File: src/rtl/gpu_pkg.sv
// rtl/gpu_pkg.sv - shared types and default widths for the per-thread datapath
//
// Purpose: types shared by the thread register file and the thread load/store unit.
//   lsu_state_t       : load/store unit FSM state, 2-bit encoding
//   GPU_DATA_BITS     : default register / memory data width
//   GPU_ADDR_BITS     : default data-memory address width (never wider than data)
package gpu_pkg;

   localparam int GPU_DATA_BITS = 8;
   localparam int GPU_ADDR_BITS = 8;

   typedef enum logic [1:0] {
      IDLE   = 2'd0,
      RD_REQ = 2'd1,
      WR_REQ = 2'd2,
      DONE   = 2'd3
   } lsu_state_t;

endpackage

File: src/rtl/thread_lsu.sv
// rtl/thread_lsu.sv - per-thread load/store unit, one memory transaction per request
//
// Purpose: accepts an LDR/STR from the register file (rs = address, rt = store data),
// runs a single valid/ready transaction on the data-memory channel and returns the
// loaded value on lsu_out with a one-cycle lsu_done pulse.
// Ports:
//   clk, reset                 : clock, asynchronous active-low reset
//   enable                     : thread active; gates request acceptance only
//   req_valid/req_ready        : request handshake; req_write selects STR (1) or LDR (0)
//   rs, rt                     : address operand and store data
//   mem_read_*                 : read channel (valid/address out, ready/data in)
//   mem_write_*                : write channel (valid/address/data out, ready in)
//   lsu_out                    : last loaded value, held across stores
//   lsu_done                   : one-cycle completion pulse for loads and stores
//   busy                       : transaction in flight
module thread_lsu
   import gpu_pkg::*;
#(
   parameter int DATA_BITS = GPU_DATA_BITS,
   parameter int ADDR_BITS = GPU_ADDR_BITS
) (
   input  logic                 clk,
   input  logic                 reset,
   input  logic                 enable,
   input  logic                 req_valid,
   output logic                 req_ready,
   input  logic                 req_write,
   input  logic [DATA_BITS-1:0] rs,
   input  logic [DATA_BITS-1:0] rt,
   output logic                 mem_read_valid,
   output logic [ADDR_BITS-1:0] mem_read_address,
   input  logic                 mem_read_ready,
   input  logic [DATA_BITS-1:0] mem_read_data,
   output logic                 mem_write_valid,
   output logic [ADDR_BITS-1:0] mem_write_address,
   output logic [DATA_BITS-1:0] mem_write_data,
   input  logic                 mem_write_ready,
   output logic [DATA_BITS-1:0] lsu_out,
   output logic                 lsu_done,
   output logic                 busy
);

   lsu_state_t           state_q, state_d;
   logic [ADDR_BITS-1:0] addr_q, addr_d;
   logic [DATA_BITS-1:0] data_q, data_d;
   logic [DATA_BITS-1:0] out_q, out_d;

   always_comb begin
      state_d = state_q;
      addr_d  = addr_q;
      data_d  = data_q;
      out_d   = out_q;
      case (state_q)
         IDLE: begin
            if (req_valid && enable) begin
               addr_d  = rs[ADDR_BITS-1:0];
               data_d  = rt;
               state_d = req_write ? WR_REQ : RD_REQ;
            end
         end
         RD_REQ: begin
            if (mem_read_ready) begin
               out_d   = mem_read_data;
               state_d = DONE;
            end
         end
         WR_REQ: begin
            if (mem_write_ready) begin
               state_d = DONE;
            end
         end
         DONE: begin
            state_d = IDLE;
         end
         default: begin
            state_d = IDLE;
         end
      endcase
   end

   always_ff @(posedge clk or negedge reset) begin
      if (!reset) begin
         state_q <= IDLE;
         addr_q  <= '0;
         data_q  <= '0;
         out_q   <= '0;
      end else begin
         state_q <= state_d;
         addr_q  <= addr_d;
         data_q  <= data_d;
         out_q   <= out_d;
      end
   end

   // State is already IDLE during reset, so req_ready is also gated by reset
   // itself to keep it low while reset is held with enable high.
   assign req_ready         = reset && enable && (state_q == IDLE);
   assign mem_read_valid    = (state_q == RD_REQ);
   assign mem_write_valid   = (state_q == WR_REQ);
   assign mem_read_address  = addr_q;
   assign mem_write_address = addr_q;
   assign mem_write_data    = data_q;
   assign lsu_out           = out_q;
   assign lsu_done          = (state_q == DONE);
   assign busy              = (state_q != IDLE);

endmodule

File: config.mk
export PLATFORM = sky130hd
export DESIGN_NAME = thread_lsu
export DESIGN_NICKNAME = d
export VERILOG_FILES = /design/src/rtl/gpu_pkg.sv /design/src/rtl/thread_lsu.sv
export SDC_FILE = /design/constraint.sdc
export NUM_CORES = 1
export LEC_CHECK = 0
export ABC_AREA = 1
export CAP_MARGIN = 20
export CORE_MARGIN = 2
export CORE_UTILIZATION = 39
export CTS_CLUSTER_SIZE = 24
export DETAILED_ROUTE_END_ITERATION = 8
export PLACE_DENSITY = 0.81
export SYNTH_ARGS = -nofsm -noshare
export SYNTH_HDL_FRONTEND = slang
export SYNTH_SLANG_ARGS = --single-unit
File: constraint.sdc
create_clock -name clk -period 1.8 [get_ports clk]
set_clock_uncertainty 0.2 [all_clocks]
set_input_delay 0.36 -clock clk [delete_from_list [all_inputs] [get_ports clk]]
set_output_delay 0.36 -clock clk [all_outputs]
set_load 0.005 [all_outputs]
== After elaboration in Yosys (flattened, before gate mapping) ==
Index checks and enable logic that the tools add are counted.
Word-level totals
  bits in read-only memories: 0
  register bits after elaboration: 26
  input bits: 31
  output and inout bits: 37
  memory bits (writable): 0
  memories kept: 0
  word-level logic and storage cells: 23
  bits in latches: 0
Operators by class
  add/subtract/negate cells: 0
  eq/ne operators: 6
  multiply operators: 0
  reduce and logical (&&, ||, !) cells: 8
  multiplexer cells: 5
  bitwise logic cells: 0
  magnitude comparators: 0
  div/mod/pow operators: 0
  shift operators: 0
Operator list (count)
  $mux W2: 4
  $pmux W2 S4: 1
  $eq A2 B2 Y1 const B: 2
  $ne A2 B1 Y1 const B: 2
  $reduce_and A2 Y1: 2
  $logic_and A1 B1 Y1: 3
  $reduce_and A3 Y1: 1
  $eq A2 B1 Y1 const B: 1
  $logic_not A2 Y1: 1
  $ne A2 B2 Y1 const B: 1
  $reduce_bool A2 Y1: 1

== Depth between registers and ports, before layout ==
Gate-level depths: netlist of the first run.
  depth in word-level cells: 3
  mapped depth: 8
  gate-level depth less buffers: 7

== Worst setup path after synthesis of the first run ==
No wires, ideal clock.
  path kind: register to output
  start point: register state_q[0]
  end point: output req_ready
  data required time: 1.240 ns
  path slack: 0.338 ns
  cell stages (with the launch flop): 5
  path buffers: 0
  arrival time: 0.902 ns
  cells stage by stage: dfrtp_1 inv_1 ha_1 inv_1 nor2_1
Between the ends
  cells in the longest elaborated chain, start to end: 2
RTL lines
  from (decl): RTL line thread_lsu.sv:43  | lsu_state_t state_q, state_d;
  from (signal assigned): RTL line thread_lsu.sv:88  | state_q <= state_d;
  $logic_not A2 Y1: RTL line thread_lsu.sv:97  | assign req_ready = reset && enable && (state_q == IDLE);
  $logic_and A1 B1 Y1: RTL line thread_lsu.sv:97
  to (decl): RTL line thread_lsu.sv:26  | output logic req_ready,
Every way passes these cells.

== Final worst setup path of the first run ==
  start point: register state_q[0]
  end point: output lsu_done
Between the ends
  cells in the longest elaborated chain, start to end: 1
RTL lines
  $eq A2 B2 Y1: RTL line thread_lsu.sv:104  | assign lsu_done = (state_q == DONE);
  to (decl): RTL line thread_lsu.sv:39  | output logic lsu_done,
Every way passes these cells.

==> impl_metrics.tcl, run 1 <==
set metrics [dict create \
    synth_compound_area_share_pct 10.9 \
    ant_nets 0 \
    die_height_um 61.3 \
    cts_root_buf "clkbuf_4" \
    tritoncts "built" \
    leakagePower_nw 1.41 \
    fin_crit_ps 1850 \
    synthMuxAreaShare_pct 0 \
    place_area_mm2 0.00199 \
    wl_per_cell_um 12.2 \
    area_growth_pct 73.4 \
    use_met1_pct 17.8 \
    p_comb_share_pct 56.1 \
    die-area_mm2 0.00376 \
    cp_max_fo 3 \
    grt_busiest_layer "met2" \
    tns_ps -119 \
    synth_xor_area_share_pct 0 \
    grt_max_degree 33 \
    fillers 249 \
    status "complete, but fails checks" \
    fin_cells 264 \
    min_path_type "input pin to asynchronous set/reset pin" \
    diodes 0 \
    synth_cells 143 \
    drv_cap 0 \
    worst_pin_slew_ps 332 \
    postLayoutCellArea_mm2 0.00222 \
    critPathSlowestCell "dfrtp_1" \
    core_area_mm2 0.00308 \
    nets 256 \
    crit_type "flip-flop to output pin" \
    drive_gt1_share_pct 24.1 \
    grt_pass1_wl_um 4640 \
    drc 0 \
    synthesis.nets 178 \
    wl_um 3210 \
    vdd_drop_max_uv 838 \
    die_w_um 61.3 \
    synth_area_mm2 0.00128 \
    crit_path_cell_trace "buf_4 -> ha_2 -> clkdlybuf4s15_2" \
    rsz0062_at_grt "yes" \
    grt_pass1_vias 1119 \
    clkPwrFrac_pct 12.4 \
    pre_cts_ws_ps -260 \
    failed_checks "negative setup slack" \
    crit_arrival_ps 1290 \
    dr.pass1.iters 4 \
    htreeDepth 1 \
    placed_cells 251 \
    slew_violations 0 \
    switching_share_pct 33.3 \
    clk_latency_ps 320 \
    grtUsageMet2_pct 32.4 \
    placementRows 20 \
    hold_slack_ps 255 \
    slew-limit-headroom_pct 77.9 \
    yosys.area_share.simple_pct 19.5 \
    vias_per_cell 4.34 \
    seq_area_frac_synth_pct 50.8 \
    ys_types 11 \
    drt_iter0_drc 34 \
    cp_top_family "flip-flops" \
    critPathLaunchType "flip-flop" \
    timing.final.crit_share_pct 103 \
    vias 1146 \
    cts_num_sinks 26 \
    setup_ws_ps -48.2 \
    cts_buffers 3 \
    endpoint_kind "output pin" \
    port_buffers 67 \
    track_usage_pct 16.7 \
    grt_util_met3_pct 2.94 \
    synth.avg_cell_area_um2 8.95 \
    overflow 0 \
    post-dp-hpwl_um 2270 \
    worst-path-buf-inv 2 \
    cts.clk_slew.worst_paths_ps 150 \
    hold_violations 0 \
    antenna_found_initial 0 \
    io_pins 68 \
    max_stage_delay_ps 430 \
    cts_buffer_depth 2 \
    yosys.area_share.adder_pct 3.91 \
    synth-seq-cells 26 \
    internal_power_mw 2.14 \
    netSwitchingPower_mw 1.07 \
    finalWeightedCongestion 0.746 \
    start_util_pct 41.6 \
    yosys_warnings 0 \
    fmax_mhz 541 \
    required_ps 1240 \
    powerDensity_mw_per_mm2 1450 \
    synth_top_family_by_area "simple AND/OR/NAND/NOR gates" \
    setup_viol 3 \
    seq_power_share_pct 31.5 \
]
-- metrics by stage --
stage               total power, mW  util (%)
CTS                            3.17      67.5
finish                         3.21      72.1
detailed placement             2.71      64.6
floorplan                      1.77         -
global route                   3.46      72.1
global placement               2.62      64.6
-- synthesized netlist by cell type --
library cell / number / area [µm²]
buf_2: 2 / 10.0
buf_4: 8 / 60.1
buf_6: 3 / 33.8
dfrtp_1: 26 / 651
ha_1: 4 / 50.1
inv_1: 23 / 86.3
nand2_1: 48 / 180
nand3_1: 11 / 55.1
nand3_2: 1 / 10.0
nor2_1: 1 / 3.75
o21ai_2: 16 / 140
-- cell type report --
type | count | area [µm²] | area share [%]
multi-input combinational | 81 | 482 | 21.7
timing repair buffer | 86 | 891 | 40.1
clock buffer | 3 | 22.5 | 1.01
inverter | 23 | 88.8 | 4.00
sequential | 26 | 651 | 29.3
clock inverter | 1 | 30.0 | 1.35
tap | 44 | 55.1 | 2.48
-- routing by layer --
metal	vias to the layer above	share of wire, %
met1	525	38
met4	0	1.6
li1	581	-
met3	4	5.2
met2	36	55
met5	-	0
-- sequential cells by signal (all words and copies together) (netlist names) --
register          flops
lsu_out               8
mem_read_address      8
mem_write_data        8
state_q               2
-- kinds of logic (layout without fill, tap and decap cells) --
logic type | Yosys count | count (layout)
compound gates | 16 | 16
fa+ha+maj | 4 | 4
buf+inv | 36 | 113
flops | 26 | 26
simple gates | 61 | 61
-- power by group through the flow --
stage | clock network [mW] | registers, mW | logic, mW
3_5_place_dp | 0 | 1.03 | 1.68
5_1_grt | 0.437 | 1.05 | 1.98
4_1_cts | 0.413 | 1.02 | 1.73
3_3_place_gp | 0 | 1.01 | 1.61
6_report | 0.397 | 1.01 | 1.80
2_1_floorplan | 0 | 1.05 | 0.716
-- layout by cell type, fill, tap and decap left out --
cell type	synthesis	layout
nor2_2	0	1
nand3_2	1	1
dlygate4sd2_1	0	3
o21ai_2	16	16
dfrtp_1	26	26
buf_12	0	1
buf_6	3	4
inv_4	0	1
clkdlybuf4s50_1	0	32
clkdlybuf4s15_2	0	1
buf_2	2	2
ha_2	0	1
nand3_1	11	11
ha_4	0	3
nand2_1	48	48
dlymetal6s2s_1	0	27
inv_2	0	2
clkbuf_4	0	3
bufinv_16	0	1
inv_1	23	20
buf_4	8	16
-- worst paths after layout --
kind	start	slack [ps]	depth (start not counted)	endpoint
hold reg to reg	lsu_out[3]	290	2	lsu_out[3]
min in group clk	lsu_out[3]	290	2	lsu_out[3]
setup / recovery	state_q[0]	-50	3	lsu_done
hold / removal	reset	260	2	state_q[0]
setup reg to reg	state_q[0]	120	9	mem_write_data[2]
max in group asynchronous	reset	880	2	mem_read_address[7]
-- repair_timing --
| action | in CTS | in global routing |
|---|---|---|
| resized for setup | 33 | 32 |
| buffers inserted | 2 | 7 |
| hold buffers | 0 | 0 |
| setup endpoints to repair | 8 | 33 |
| pin swaps | 3 | 2 |
Note: power is estimated with default switching activity, not from simulation.
==> run 2, diff against run 1 <==
--- a/config.mk
+++ b/config.mk
@@ -8,10 +8,10 @@
 export ABC_AREA = 1
 export CAP_MARGIN = 20
 export CORE_MARGIN = 2
-export CORE_UTILIZATION = 39
+export CORE_UTILIZATION = 35
 export CTS_CLUSTER_SIZE = 24
 export DETAILED_ROUTE_END_ITERATION = 8
-export PLACE_DENSITY = 0.81
+export PLACE_DENSITY = 0.74
 export SYNTH_ARGS = -nofsm -noshare
 export SYNTH_HDL_FRONTEND = slang
 export SYNTH_SLANG_ARGS = --single-unit
==> impl_metrics.tcl, run 2 (synthesized netlist as in run 1, its figures left out) <==
set metrics [dict create \
    die_height_um 64.5 \
    crit_arrival_ps 1200 \
    die_w_um 64.5 \
    cts_num_sinks 26 \
    crit-reg2reg-launch "state_q[1]" \
    final_common_cell "clkdlybuf4s50_1" \
    endpoint "mem_write_address[4]" \
    hold_violations 0 \
    io_pins 68 \
    postLayoutCellArea_mm2 0.00208 \
    drive_gt1_share_pct 20.6 \
    grt_max_degree 33 \
    diodes 0 \
    start_util_pct 37.5 \
    crit_path_start "mem_read_address[4]" \
    worst-path-buf-inv 1 \
    pre_cts_ws_ps -277 \
    reg2regPathDepth 7 \
    critPathLaunchType "flip-flop" \
    max_stage_delay_ps 510 \
    grt_pass1_vias 1077 \
    layout_common_cells "50 x clkdlybuf4s50_1, 48 x nand2_1, 26 x dfrtp_1, 21 x inv_1, 16 x o21ai_2" \
    r2r_end "lsu_out[5]" \
    antenna_found_initial 0 \
    setup_viol 0 \
    drt_iter0_drc 47 \
    ff2ff_setup_slack_ps 200 \
    placementRows 21 \
    cts_buffer_depth 2 \
    post-dp-hpwl_um 2180 \
    cts_root_buf "clkbuf_4" \
    fin_cells 260 \
    fin_crit_ps 1760 \
    core_area_mm2 0.00342 \
    cp_max_fo 3 \
    nets 251 \
    clk_latency_ps 300 \
    hold_buffers 0 \
    wl_um 2820 \
    crit_path_cell_trace "clkdlybuf4s50_1" \
    track_usage_pct 13.3 \
    cts.clk_slew.worst_paths_ps 120 \
    fillers 296 \
    cp_top_family "buffers and inverters" \
    drv_cap 0 \
    ant_nets 0 \
    drc 0 \
    area_growth_pct 62.8 \
    powerDensity_mw_per_mm2 1400 \
    crit_type "flip-flop to output pin" \
    place_area_mm2 0.00199 \
    cts_buffers 3 \
    wl_per_cell_um 10.8 \
    placed_cells 253 \
    timing.final.crit_share_pct 97.8 \
    endpoint_kind "output pin" \
    slew-limit-headroom_pct 77.9 \
    die-area_mm2 0.00416 \
    dr.pass1.iters 4 \
    grt_pass1_wl_um 4490 \
    final_util_pct 61.0 \
    min_path_type "input pin to asynchronous set/reset pin" \
    vias 1103 \
    critPathSlowestCell "clkdlybuf4s50_1" \
    overflow 0 \
    finalWeightedCongestion 0.696 \
    leakagePower_nw 1.17 \
    setup_ws_ps 39.2 \
    power.total_mw 2.92 \
    vias_per_cell 4.24 \
    required_ps 1240 \
    status "finished clean" \
    cp.depth 1 \
    worst_pin_slew_ps 332 \
    htreeDepth 1 \
    fmax_mhz 568 \
    tritoncts "built" \
    vdd_drop_max_uv 725 \
    slew_violations 0 \
    port_buffers 67 \
]
## run 2: cell count changes in the layout (fill, tap and decap cells not counted), sizes merged
cell           previous run  this run
buf                      23        18
bufinv                    1         0
clkbuf                    3         4
clkdlybuf4s15             1         0
clkdlybuf4s50            32        50
dlygate4sd2               3         1
dlymetal6s2s             27        11
## run 2: worst register-to-register path, delay by kind of cell, from the launching register on
family                     cells  cell delay [ps]
adders and majority gates      1              170
and+or+nand+nor                3              360
buffers and inverters          3              350
DFF                            1              410
## run 2: repair_timing
| item | CTS | global route |
|---|---|---|
| pin swaps | 0 | 1 |
| gates resized for setup | 25 | 15 |
| cloned | 0 | 0 |
| setup buffers | 0 | 4 |
| setup endpoints to repair | 6 | 17 |
## run 2: report_power, final
| group | leakage, nW | switching (mW) | internal [mW] |
|---|---|---|---|
| clock network | 0.0138 | 0.149 | 0.0780 |
| registers | 0.324 | 0.162 | 0.856 |
| logic | 0.828 | 0.665 | 1.01 |
## run 2: how the worst min path moves through the flow
| stage | slack (ps) | end | cells past startpoint | from |
|---|---|---|---|---|
| floorplan | -140 | lsu_out[0] | 0 | reset |
| global placement | 250 | lsu_out[2] | 2 | lsu_out[2] |
| detailed placement | 260 | lsu_out[4] | 2 | lsu_out[4] |
| CTS | 280 | lsu_out[4] | 2 | reset |
| global route | 290 | lsu_out[4] | 2 | reset |
| finish | 290 | lsu_out[4] | 2 | reset |
## run 2: metal layers
layer | up-vias | part of all wire (%) | global-route usage, %
met5 | - | 0 | 0
met2 | 42 | 52 | 25.7
met4 | 0 | 0.28 | 2.39
met3 | 2 | 6.4 | 2.26
met1 | 490 | 41 | 15.6
li1 | 569 | - | -
## run 2: metrics by stage
step                      hold WS (ps)  TNS (ps)
after floorplan                   -136         0
after global placement             253      -282
after detailed placement           262      -277
after CTS                          284         0
after global routing               287     -12.1
final                              289         0
## run 2: area by class of cell
type                            instances  area (µm²)  share of cell area (%)
Clock buffer                            3        22.5                    1.08
Multi-Input combinational cell         81         467                    22.4
Sequential cell                        26         651                    31.2
Tap cell                               46        57.6                    2.76
Timing Repair Buffer                   81         800                    38.4
Inverter                               23        86.3                    4.14
==> edit (settings of run 1) <==
Encoding of `lsu_state_t`: now one-hot (4 bits for 4 states).
--- a/src/rtl/gpu_pkg.sv
+++ b/src/rtl/gpu_pkg.sv
@@ -9,11 +9,11 @@
    localparam int GPU_DATA_BITS = 8;
    localparam int GPU_ADDR_BITS = 8;
 
-   typedef enum logic [1:0] {
-      IDLE   = 2'd0,
-      RD_REQ = 2'd1,
-      WR_REQ = 2'd2,
-      DONE   = 2'd3
+   typedef enum logic [3:0] {
+      IDLE   = 4'b0001,
+      RD_REQ = 4'b0010,
+      WR_REQ = 4'b0100,
+      DONE   = 4'b1000
    } lsu_state_t;
 
 endpackage
Formal check against the unedited RTL: no difference found for any inputs over 10 cycles, from zero or initial values and one cycle with reset low; not proved beyond that.
==> edit against run 1 <==
The run still ends with negative setup slack left. Largest cell class unchanged. Sequential power up 8%. Worst hold slack better by 0.037 ns. Critical path depth up 1. Fmax increased by 0.39%. Area after synthesis grew 3.8%. Setup slack gained 0.0072 ns. Sequential cell count increased by 2. Total power down 2.4%. Wire length grew 0.59%. Cell area down 1.0%.
==> edit: results (changes against run 1) <==
stage	metric	value	unit	change
outcome	status	finished, violations left		
outcome	violated checks	negative setup slack		
worst_hold_path	Worst Hold Class	flop to flop		
worst_setup_path	CP Capture Point	mem_write_valid		
final_layout	register area	703	µm²	+8.1%
final_layout	multi-input gates	101		+25%
final_layout	non-clock buffer share of cell area	39.3	%	-0.84 points
final_layout	fraction of area in multi-input gates	23.7	%	+2.0 points
placed_design	DP Area	0.00204	mm²	+2.5%
worst_setup_path	Worst Setup SP	state_q[0]		
worst_setup_path	CP max stage delay	0.57	ns	+0.14 ns
timing	final worst hold slack	0.293	ns	+0.0375 ns
route	DRT iter0 DRCs	30		-12%
final_layout	post-route design area	0.00220	mm²	-1.0%
final_layout	inverters	7		-70%
global_routing	largest net degree at the start of global routing	29		-12%
timing	Slew headroom	76.2	%	-1.6 points
synthesis	syn_area_per_cell	8.98	µm²	+0.31%
placed_design	placed cells	260		+3.6%
worst_setup_path	CP max-delay cell	dfstp_2		
pwr	switch share	36.6	%	+3.3 points
synthesis	leading post-synthesis cells by instance count	44 x nand2_1, 27 x dfrtp_1, 16 x o21ai_1		
placed_design	GPL Wtd Cong	0.802		+7.4%
worst_setup_path	r2r endpoint	mem_write_data[4]		
final_layout	number of fill cells in the layout	288		+16%
route	routed len/inst	11.8	µm	-2.7%
timing	Final setup violation count	3		unchanged
route	routed via count	1201		+4.8%
final_layout	clk cell area share	1.20	%	-1.2 points
timing	post-route setup slack	-0.0410	ns	+0.00720 ns
pwr	LEAKAGE	1.32	nW	-6.2%
timing	setup_tns	-0.0709	ns	+0.0478 ns
final_layout	clkbuf count	4		+1
synthesis	sequential area share after synthesis	52.8	%	+2.0 points
[edit: power by group through the flow]
stage          combinational, mW  clock (mW)  sequential (mW)
2_1_floorplan              0.828           0             1.13
5_1_grt                     1.96       0.302             1.13
4_1_cts                     1.78       0.276             1.11
6_report                    1.77       0.271             1.09
3_5_place_dp                1.74           0             1.12
3_3_place_gp                1.70           0             1.11
[edit: kinds of logic (layout without fill, tap and decap cells)]
logic type / Yosys count / after routing / share of synthesized area [%]
AO/OA/AOI/OAI: 25 / 25 / 9.42
AND/OR/NAND/NOR: 76 / 76 / 28.2
buffers and inverters: 19 / 98 / 9.51
flip-flops: 28 / 28 / 52.8
[edit: repair_timing]
action                                  CTS  global route
hold endpoints to repair                  0             0
hold buffers                              0             0
setup buffers                             4             5
endpoints found under the setup margin   13            30
pin swaps                                 4             1
resized for setup                        36            24
[edit: per-layer routing]
layer	track usage (%)	vias to the layer above	share of wire, %
li1	-	623	-
met1	21.3	542	42
met2	31.7	30	52
met3	1.62	6	3.4
met4	7.78	0	2.2
met5	0	-	0
